--- src/rtl/lcd_timing_gen.sv ---
// rtl/lcd_timing_gen.sv - parametrised LCD timing generator with run/stop control
module lcd_timing_gen #(
    parameter int H_ACTIVE = 800,
    parameter int H_FP     = 40,
    parameter int H_SYNC   = 48,
    parameter int H_BP     = 40,
    parameter int V_ACTIVE = 480,
    parameter int V_FP     = 13,
    parameter int V_SYNC   = 3,
    parameter int V_BP     = 29,
    parameter int CLK_DIV  = 2,
    parameter int SYNC_LOW = 1,
    parameter int XW       = 10,
    parameter int YW       = 10
) (
    input  logic          Clk,
    input  logic          Reset,
    input  logic          run,
    input  logic          mode_de,
    output logic          pix_ce,
    output logic          DISP_CLK,
    output logic          DEN,
    output logic          HSYNC,
    output logic          VSYNC,
    output logic [XW-1:0] DrawX,
    output logic [YW-1:0] DrawY,
    output logic          line_start,
    output logic          frame_start
);

    localparam int H_TOTAL = H_ACTIVE + H_FP + H_SYNC + H_BP;
    localparam int V_TOTAL = V_ACTIVE + V_FP + V_SYNC + V_BP;
    localparam int DW      = $clog2(CLK_DIV);

    localparam logic [DW-1:0] DIV_LAST = DW'(CLK_DIV - 1);
    localparam logic [DW-1:0] DIV_HALF = DW'(CLK_DIV / 2);

    localparam logic [XW-1:0] H_LAST = XW'(H_TOTAL - 1);
    localparam logic [YW-1:0] V_LAST = YW'(V_TOTAL - 1);

    // One extra bit so region bounds equal to 2**XW / 2**YW still compare correctly
    localparam logic [XW:0] H_ACT  = (XW+1)'(H_ACTIVE);
    localparam logic [XW:0] HS_BEG = (XW+1)'(H_ACTIVE + H_FP);
    localparam logic [XW:0] HS_END = (XW+1)'(H_ACTIVE + H_FP + H_SYNC);
    localparam logic [YW:0] V_ACT  = (YW+1)'(V_ACTIVE);
    localparam logic [YW:0] VS_BEG = (YW+1)'(V_ACTIVE + V_FP);
    localparam logic [YW:0] VS_END = (YW+1)'(V_ACTIVE + V_FP + V_SYNC);

    localparam logic SYNC_OFF = (SYNC_LOW != 0);

    typedef enum logic [1:0] {
        S_IDLE     = 2'd0,
        S_RUN      = 2'd1,
        S_STOPPING = 2'd2
    } state_t;

    state_t          state;
    state_t          state_n;
    logic [DW-1:0]   div_cnt;
    logic [DW-1:0]   div_n;
    logic            tick;
    logic [XW-1:0]   hcnt;
    logic [XW-1:0]   hcnt_n;
    logic [YW-1:0]   vcnt;
    logic [YW-1:0]   vcnt_n;
    logic            last_px;
    logic            active_n;
    logic            ls_n;
    logic            fs_n;
    logic            mode_q;
    logic            mode_eff;
    logic            den_n;
    logic            hs_on;
    logic            vs_on;

    always_comb begin
        tick  = (div_cnt == DIV_LAST);
        div_n = tick ? '0 : div_cnt + 1'b1;
    end

    assign last_px = (hcnt == H_LAST) && (vcnt == V_LAST);

    always_ff @(posedge Clk) begin
        if (Reset) begin
            state <= S_IDLE;
        end else begin
            state <= state_n;
        end
    end

    // IDLE leaves only on a pixel strobe so the first RUN pixel is a full (0,0) period
    always_comb begin
        state_n = state;
        case (state)
            S_IDLE: begin
                if (run && tick) begin
                    state_n = S_RUN;
                end
            end
            S_RUN: begin
                if (!run) begin
                    state_n = (tick && last_px) ? S_IDLE : S_STOPPING;
                end
            end
            S_STOPPING: begin
                if (run) begin
                    state_n = S_RUN;
                end else if (tick && last_px) begin
                    state_n = S_IDLE;
                end
            end
            default: state_n = S_IDLE;
        endcase
    end

    always_comb begin
        hcnt_n = hcnt;
        vcnt_n = vcnt;
        if (state_n == S_IDLE) begin
            hcnt_n = '0;
            vcnt_n = '0;
        end else if (tick && (state != S_IDLE)) begin
            if (hcnt == H_LAST) begin
                hcnt_n = '0;
                vcnt_n = (vcnt == V_LAST) ? '0 : vcnt + 1'b1;
            end else begin
                hcnt_n = hcnt + 1'b1;
            end
        end
    end

    // Everything below describes the position the counters are about to load
    always_comb begin
        active_n = tick && (state_n != S_IDLE);
        ls_n     = active_n && (hcnt_n == '0);
        fs_n     = ls_n && (vcnt_n == '0);
        mode_eff = fs_n ? mode_de : mode_q;
        den_n    = (state_n != S_IDLE) && ({1'b0, hcnt_n} < H_ACT) && ({1'b0, vcnt_n} < V_ACT);
        hs_on    = (state_n != S_IDLE) && !mode_eff
                   && ({1'b0, hcnt_n} >= HS_BEG) && ({1'b0, hcnt_n} < HS_END);
        vs_on    = (state_n != S_IDLE) && !mode_eff
                   && ({1'b0, vcnt_n} >= VS_BEG) && ({1'b0, vcnt_n} < VS_END);
    end

    always_ff @(posedge Clk) begin
        if (Reset) begin
            div_cnt     <= '0;
            hcnt        <= '0;
            vcnt        <= '0;
            mode_q      <= 1'b0;
            pix_ce      <= 1'b0;
            DISP_CLK    <= 1'b0;
            DEN         <= 1'b0;
            HSYNC       <= SYNC_OFF;
            VSYNC       <= SYNC_OFF;
            DrawX       <= '0;
            DrawY       <= '0;
            line_start  <= 1'b0;
            frame_start <= 1'b0;
        end else begin
            div_cnt     <= div_n;
            hcnt        <= hcnt_n;
            vcnt        <= vcnt_n;
            pix_ce      <= (div_n == DIV_LAST);
            DISP_CLK    <= (div_n >= DIV_HALF);
            line_start  <= ls_n;
            frame_start <= fs_n;
            if (fs_n) begin
                mode_q <= mode_de;
            end
            if (tick) begin
                DEN   <= den_n;
                HSYNC <= hs_on ^ SYNC_OFF;
                VSYNC <= vs_on ^ SYNC_OFF;
                DrawX <= den_n ? hcnt_n : '0;
                DrawY <= den_n ? vcnt_n : '0;
            end
        end
    end

endmodule

--- config.mk ---
export PLATFORM = sky130hd
export DESIGN_NAME = lcd_timing_gen
export DESIGN_NICKNAME = d
export VERILOG_FILES = /design/src/rtl/lcd_timing_gen.sv
export SDC_FILE = /design/constraint.sdc
export NUM_CORES = 1
export LEC_CHECK = 0
export CORE_AREA = 3 3 74 103
export CTS_CLUSTER_DIAMETER = 80
export CTS_CLUSTER_SIZE = 40
export DETAILED_ROUTE_END_ITERATION = 12
export DIE_AREA = 0 0 77 106
export RECOVER_POWER = 50
export REMOVE_ABC_BUFFERS = 1
export SETUP_SLACK_MARGIN = 0.3
export SYNTH_ARGS = -nofsm -noshare
export SYNTH_HDL_FRONTEND = slang
export SYNTH_SLANG_ARGS = --single-unit
--- constraint.sdc ---
create_clock -name Clk -period 8.6 [get_ports Clk]
set_input_delay 1.72 -clock Clk [delete_from_list [all_inputs] [get_ports Clk]]
set_output_delay 1.72 -clock Clk [all_outputs]
set_load 0.02 [all_outputs]
==> reports/results.ini, run 1 <==
[timing]
maxSlewViolCount = 0
hold_viol = 0
fin_crit_sh = 0.500
maxSlewHeadroom = 0.280
fin_crit_ns = 4.30
fmax_mhz = 233
final.setup.tns_ns = 0
skew_ns = 0.00469
worstMarginPinSlew_ns = 1.08
rsz0062_at_grt = no
setup_viol = 0

[global_route]
antenna_found_initial = 0
grt_pass1_wl_um = 10300
grt_usage = 0.157
grt_overflow = 0
grt_pass1_vias = 2040
grt_max_degree = 23

[placement]
gp_congestion = 0.901
io_buffers = 30
dp_cells = 377
hpwl_um = 4390

[final_layout]
fillers = 673
drive_gt1_frac = 0.0444
nNetsFinal = 299
area.growth.synth_to_final_pct = 19.0
n_antenna_cell = 0
layout_common_cells = dfxtp_1, dlygate4sd3_1, nor2_1
final_cells = 385
final_common_cell = dfxtp_1

[job]
maxCapViolCount = 0

[setup_path]
r2r.worst_path.cells = 7
r2r-start = DISP_CLK
rr_endpoint = DrawX[1]
worstPathCellList = dlygate4sd3_1 > nand2_1 > a21boi_0 > o21a_1 > o221ai_1 > nor4_4 > nor4_2 > buf_4 > a32o_1
cp.required_ns = 8.80
slowest_stage = dlygate4sd3_1
ff2ff_setup_slack_ns = 4.73
critical_path_class = input pin to flop
slowest_delay_ns = 0.61
cp-end-kind = flop
critPathTopFamily = compound AO/OA/AOI/OAI gates
cp.arrival_ns = 4.50
critPathLaunchType = input pin
worst-path-max-fanout = 13
worstPathBufferInverterCount = 2
cp.depth = 9

[clock_tree]
clockBufferDepth = 2
post_cts_buffers = 0
clkTransAtPathRegs_ns = 0.09
cts_sinks = 49
cts_buffers = 5
htree_levels = 2
cts_resized = 0
clk_latency_ns = 0.30
cts_root_buf = clkbuf_8
cts_tree = done
cts_hold_buf = 0

[synth]
ys.warnings.count = 0
synth-seq-cells = 49
ys_types = 57
yosysSeqAreaShare = 0.419
synth_area_mm2 = 0.00234
async_flop_share = 0
synth_edf_count = 0
synth_cells = 267
avgSynthCellArea_um2 = 8.77
ys.flop_type = dfxtp_1

[die]
num_io_pins = 31
start_util = 0.350
die-area_mm2 = 0.00816
rows = 35
die_x_um = 77
die_height_um = 106
core_mm2 = 0.00670

[outcome]
outcome = finished, final reports clean

[drt]
post_drt_wl_per_cell_um = 16.1
drt_wl_total_um = 6220
dr_total_vias = 2122
viasPerCell = 5.51
antenna_left = 0
first_iter_violations = 221
firstDrtPassIters = 5
drcViolationCount = 0

[min_path]
hp-class = flop to flop
min_from = DrawY[9]
worstHoldEndpoint = DrawY[9]
hold_path_depth = 1

[power]
p_leak_nw = 1.09
peakVddDrop_v = 0.0000605
p_per_area_mw_per_mm2 = 139

[routing by layer]
| layer | vias to the layer above | track usage | share of wire |
|---|---|---|---|
| met1 | 993 | 0.206 | 0.46 |
| li1 | 1040 | - | - |
| met3 | 6 | 0.0237 | 0.051 |
| met4 | 0 | 0.0636 | 0.014 |
| met5 | - | 0 | 0 |
| met2 | 83 | 0.256 | 0.47 |
[layout make-up]
| type | instances | area, um^2 | share of cell area |
|---|---|---|---|
| flip-flops and latches | 49 | 981 | 0.352 |
| well taps | 92 | 115 | 0.0413 |
| multi-input cells | 193 | 1250 | 0.450 |
| repair buffers | 32 | 312 | 0.112 |
| clock inverters | 1 | 7.51 | 0.00269 |
| inverters | 11 | 41.3 | 0.0148 |
| clock buffers | 7 | 76.3 | 0.0274 |
[state kept, by name (all words and copies together), names as in the netlist]
name         cells
VSYNC            1
vcnt            10
mode_q           1
HSYNC            1
DrawX           10
hcnt            10
DISP_CLK         1
DEN              1
line_start       1
DrawY           10
frame_start      1
state            2
[through the flow]
stage               worst slack (ns)  instance area [um^2]  utilization  hold WS, ns  power, W
floorplan                       4.78                  2280            -        0.465  0.000247
global placement                4.18                  2710        0.404        0.443  0.000257
detailed placement              4.06                  2710        0.404        0.442  0.000257
CTS                             4.37                  2790        0.417        0.470  0.000393
global route                    4.05                  2790        0.416        0.478  0.000402
finish                          4.30                  2790        0.416        0.463  0.000387
[logic make-up after synthesis]
kind of cell | synth area share
and+or+nand+nor | 0.257
AOI/OAI and AO/OA | 0.222
DFF | 0.419
buffers and inverters | 0.0454
xor gates and xnor gates | 0.0187
muxes | 0.0219
adders and majority gates | 0.0160
[where the power goes]
part	internal, W	switching [W]	total [W]
clock network	0.0000577	0.0000779	0.000136
logic	0.00000625	0.0000143	0.0000206
registers	0.000228	0.00000226	0.000230
[synth_stat cells (3+ instances only)]
cell type  number  share of area
nand3_1        11          0.024
o2111ai_1       3          0.011
a21oi_1         6          0.013
mux2i_1         4          0.017
dfxtp_1        49           0.42
a31oi_1         3         0.0080
a22o_1         18          0.067
or3_1           6          0.016
o21ai_0         8          0.017
a21o_1          5          0.016
inv_1          11          0.018
clkbuf_1        7          0.011
o21a_1          3         0.0096
nand2_1        21          0.034
nor4_1          3         0.0080
nor2_1         28          0.045
nor3_1         10          0.021
buf_2           3         0.0064
or4_1           3         0.0096
nand4_1         6          0.016
and2_1          3         0.0080
nand2b_1        3         0.0080
nand3b_1        3         0.0096
ha_1            3          0.016
xor2_1          4          0.015
nor2b_1         3         0.0080
[how the worst max path moves through the flow]
stage | slack, ns | start | to
floorplan | 4.78 | run | DrawX[9]
detailed placement | 4.06 | run | VSYNC
global placement | 4.18 | run | DrawX[9]
finish | 4.30 | run | DrawX[9]
CTS | 4.37 | run | VSYNC
global route | 4.05 | run | VSYNC
No activity file was read; power rests on OpenSTA's default activity.
==> run 2, diff against run 1 <==
- clock period: 8.6 -> 3.8 ns (I/O delays scaled with it)
==> run 2 against run 1 <==
Compared with the run above: sequential cell count is the same; clock skew is essentially flat; clock power grew 130%; register-to-register slack lost 4.3 ns; critical path type is now flop to flop.
==> reports/results.ini, run 2 (synthesis results as in run 1) <==
[power]
p_sw_w = 0.000208  ; was 0.0000945 W
peakVddDrop_v = 0.000168  ; was 0.0000605 V
clkPwrFrac = 0.353  ; was 0.351
p_leak_nw = 1.13  ; was 1.09 nW
p_per_area_mw_per_mm2 = 310  ; was 139 mW/mm^2
switching_share = 0.234  ; was 0.245
pwr-share-comb = 0.062  ; was 0.053
totalPowerFinal_w = 0.000889  ; was 0.000387 W
p_int_w = 0.000680  ; was 0.000292 W
power_frac_seq = 0.585  ; was 0.596

[timing]
maxSlewViolCount = 0  ; unchanged
skew_ns = 0.00517  ; was 0.00469 ns
fmax_mhz = 297
setup_viol = 0  ; unchanged
hold_viol = 0  ; unchanged
rsz0062_at_grt = no  ; unchanged
fin_crit_ns = 3.37
worstMarginPinSlew_ns = 1.07  ; was 1.08 ns
fin_crit_sh = 0.887
final.setup.tns_ns = 0  ; unchanged
maxSlewHeadroom = 0.285  ; was 0.280

[drt]
drcViolationCount = 0  ; unchanged
dr_total_vias = 2083  ; was 2122
viasPerCell = 5.29  ; was 5.51
antenna_left = 0  ; unchanged
drt_wl_total_um = 6140  ; was 6220 um
post_drt_wl_per_cell_um = 15.6  ; was 16.1 um
firstDrtPassIters = 4  ; was 5
first_iter_violations = 137  ; was 221

[setup_path]
cp.required_ns = 4.00  ; was 8.80 ns
cp.arrival_ns = 3.57  ; was 4.50 ns
cp-end-kind = flop  ; unchanged
worstPathBufferInverterCount = 1  ; was 2
slowest_delay_ns = 0.75  ; was 0.61 ns
r2r.worst_path.cells = 8  ; was 7
critPathTopFamily = simple AND/OR/NAND/NOR gates  ; was compound AO/OA/AOI/OAI gates
worstPathCellList = or3b_1 > or4_1 > or4_1 > and2_1 > nor4_4 > nor4_4 > buf_4 > a22o_1  ; was dlygate4sd3_1 > nand2_1 > a21boi_0 > o21a_1 > o221ai_1 > nor4_4 > nor4_2 > buf_4 > a32o_1
rr_endpoint = DrawX[5]  ; was DrawX[1]
ff2ff_setup_slack_ns = 0.43  ; was 4.73 ns
critPathLaunchType = flop  ; was input pin
critical_path_class = flop to flop  ; was input pin to flop
slowest_stage = or4_1  ; was dlygate4sd3_1
worst-path-max-fanout = 11  ; was 13
r2r-start = hcnt[5]  ; was DISP_CLK

[min_path]
min_from = DrawY[9]  ; unchanged
hp-class = flop to flop  ; unchanged
worstHoldEndpoint = DrawY[9]  ; unchanged
hold_path_depth = 1  ; unchanged

[final_layout]
layout_common_cells = dfxtp_1, nor2_1, dlygate4sd3_1  ; was dfxtp_1, dlygate4sd3_1, nor2_1
final_cells = 394  ; was 385
final_common_cell = dfxtp_1  ; unchanged
area.growth.synth_to_final_pct = 22.4  ; was 19.0%
fillers = 684  ; was 673
nNetsFinal = 309  ; was 299
n_antenna_cell = 0  ; unchanged
design_area_mm2 = 0.00287  ; was 0.00279 mm^2
utilization = 0.428  ; was 0.416
drive_gt1_frac = 0.0695  ; was 0.0444

[clock_tree]
clockBufferDepth = 2  ; unchanged
clk_latency_ns = 0.30  ; about the same
cts_hold_buf = 0  ; unchanged
htree_levels = 2  ; unchanged
cts_sinks = 49  ; unchanged
cts_buffers = 5  ; unchanged
cts_root_buf = clkbuf_8  ; unchanged
cts_tree = done  ; unchanged
cts_resized = 0  ; unchanged
post_cts_buffers = 0  ; unchanged
clkTransAtPathRegs_ns = 0.09  ; about the same

[placement]
dpl_cell_area_mm2 = 0.00278  ; was 0.00271 mm^2
io_buffers = 30  ; unchanged
dp_cells = 387  ; was 377
hpwl_um = 4520  ; was 4390 um
gp_congestion = 0.885  ; was 0.901

[global_route]
grt_pass1_wl_um = 10100  ; was 10300 um
grt_max_degree = 23  ; unchanged
antenna_found_initial = 0  ; unchanged
grt_pass1_vias = 2005  ; was 2040
grt_usage = 0.155  ; was 0.157
grt_overflow = 0  ; unchanged

[die]
rows = 35  ; unchanged
die_height_um = 106  ; unchanged
num_io_pins = 31  ; unchanged
die-area_mm2 = 0.00816  ; unchanged
die_x_um = 77  ; unchanged
start_util = 0.350  ; unchanged
core_mm2 = 0.00670  ; unchanged

[outcome]
outcome = finished, final reports clean  ; unchanged

[job]
maxCapViolCount = 0  ; unchanged

-- run 2: worst register-to-register path: stages, from the launching register on --
cell,delay [ns]
dfxtp_1,0.37
or3b_1,0.51
or4_1,0.75
or4_1,0.60
and2_1,0.21
nor4_4,0.32
nor4_4,0.13
buf_4,0.19
a22o_1,0.20
-- run 2: final cells by class --
type	instances	area, um^2	area share
timing repair buffer	42	379	0.132
inverter	11	41.3	0.0144
tap	92	115	0.0402
multi-input combinational	193	1260	0.441
clock buffer	7	86.3	0.0301
sequential	49	981	0.342
-- run 2: per-stage QoR --
| stage | setup WS (ns) | hold slack [ns] |
|---|---|---|
| floorplan | 0.430 | 0.465 |
| global placement | 0.327 | 0.442 |
| detailed placement | 0.234 | 0.440 |
| CTS | 0.358 | 0.469 |
| global route | 0.283 | 0.496 |
| finish | 0.431 | 0.463 |
-- run 2: worst max-delay path by stage --
stage / from / to / depth (start not counted)
final: hcnt[5] / DrawX[5] / 8
after global routing: hcnt[5] / DrawX[5] / 8
after CTS: hcnt[5] / DrawX[5] / 8
after detailed placement: run / DrawX[5] / 9
after global placement: run / DrawX[7] / 8
after floorplan: DISP_CLK / DrawX[9] / 7
-- run 2: per-layer routing --
layer	track usage	up-vias	share of wire
met5	0	-	0
met4	0.0560	0	0.018
met3	0.0271	12	0.029
met2	0.262	38	0.49
met1	0.196	976	0.46
li1	-	1057	-
-- run 2: power by group through the flow --
stage | sequential [W] | clock, W | combinational (W)
6_report | 0.000520 | 0.000314 | 0.0000551
5_1_grt | 0.000520 | 0.000341 | 0.0000602
4_1_cts | 0.000520 | 0.000324 | 0.0000569
3_5_place_dp | 0.000532 | 0 | 0.0000568
3_3_place_gp | 0.000532 | 0 | 0.0000565
2_1_floorplan | 0.000536 | 0 | 0.0000230
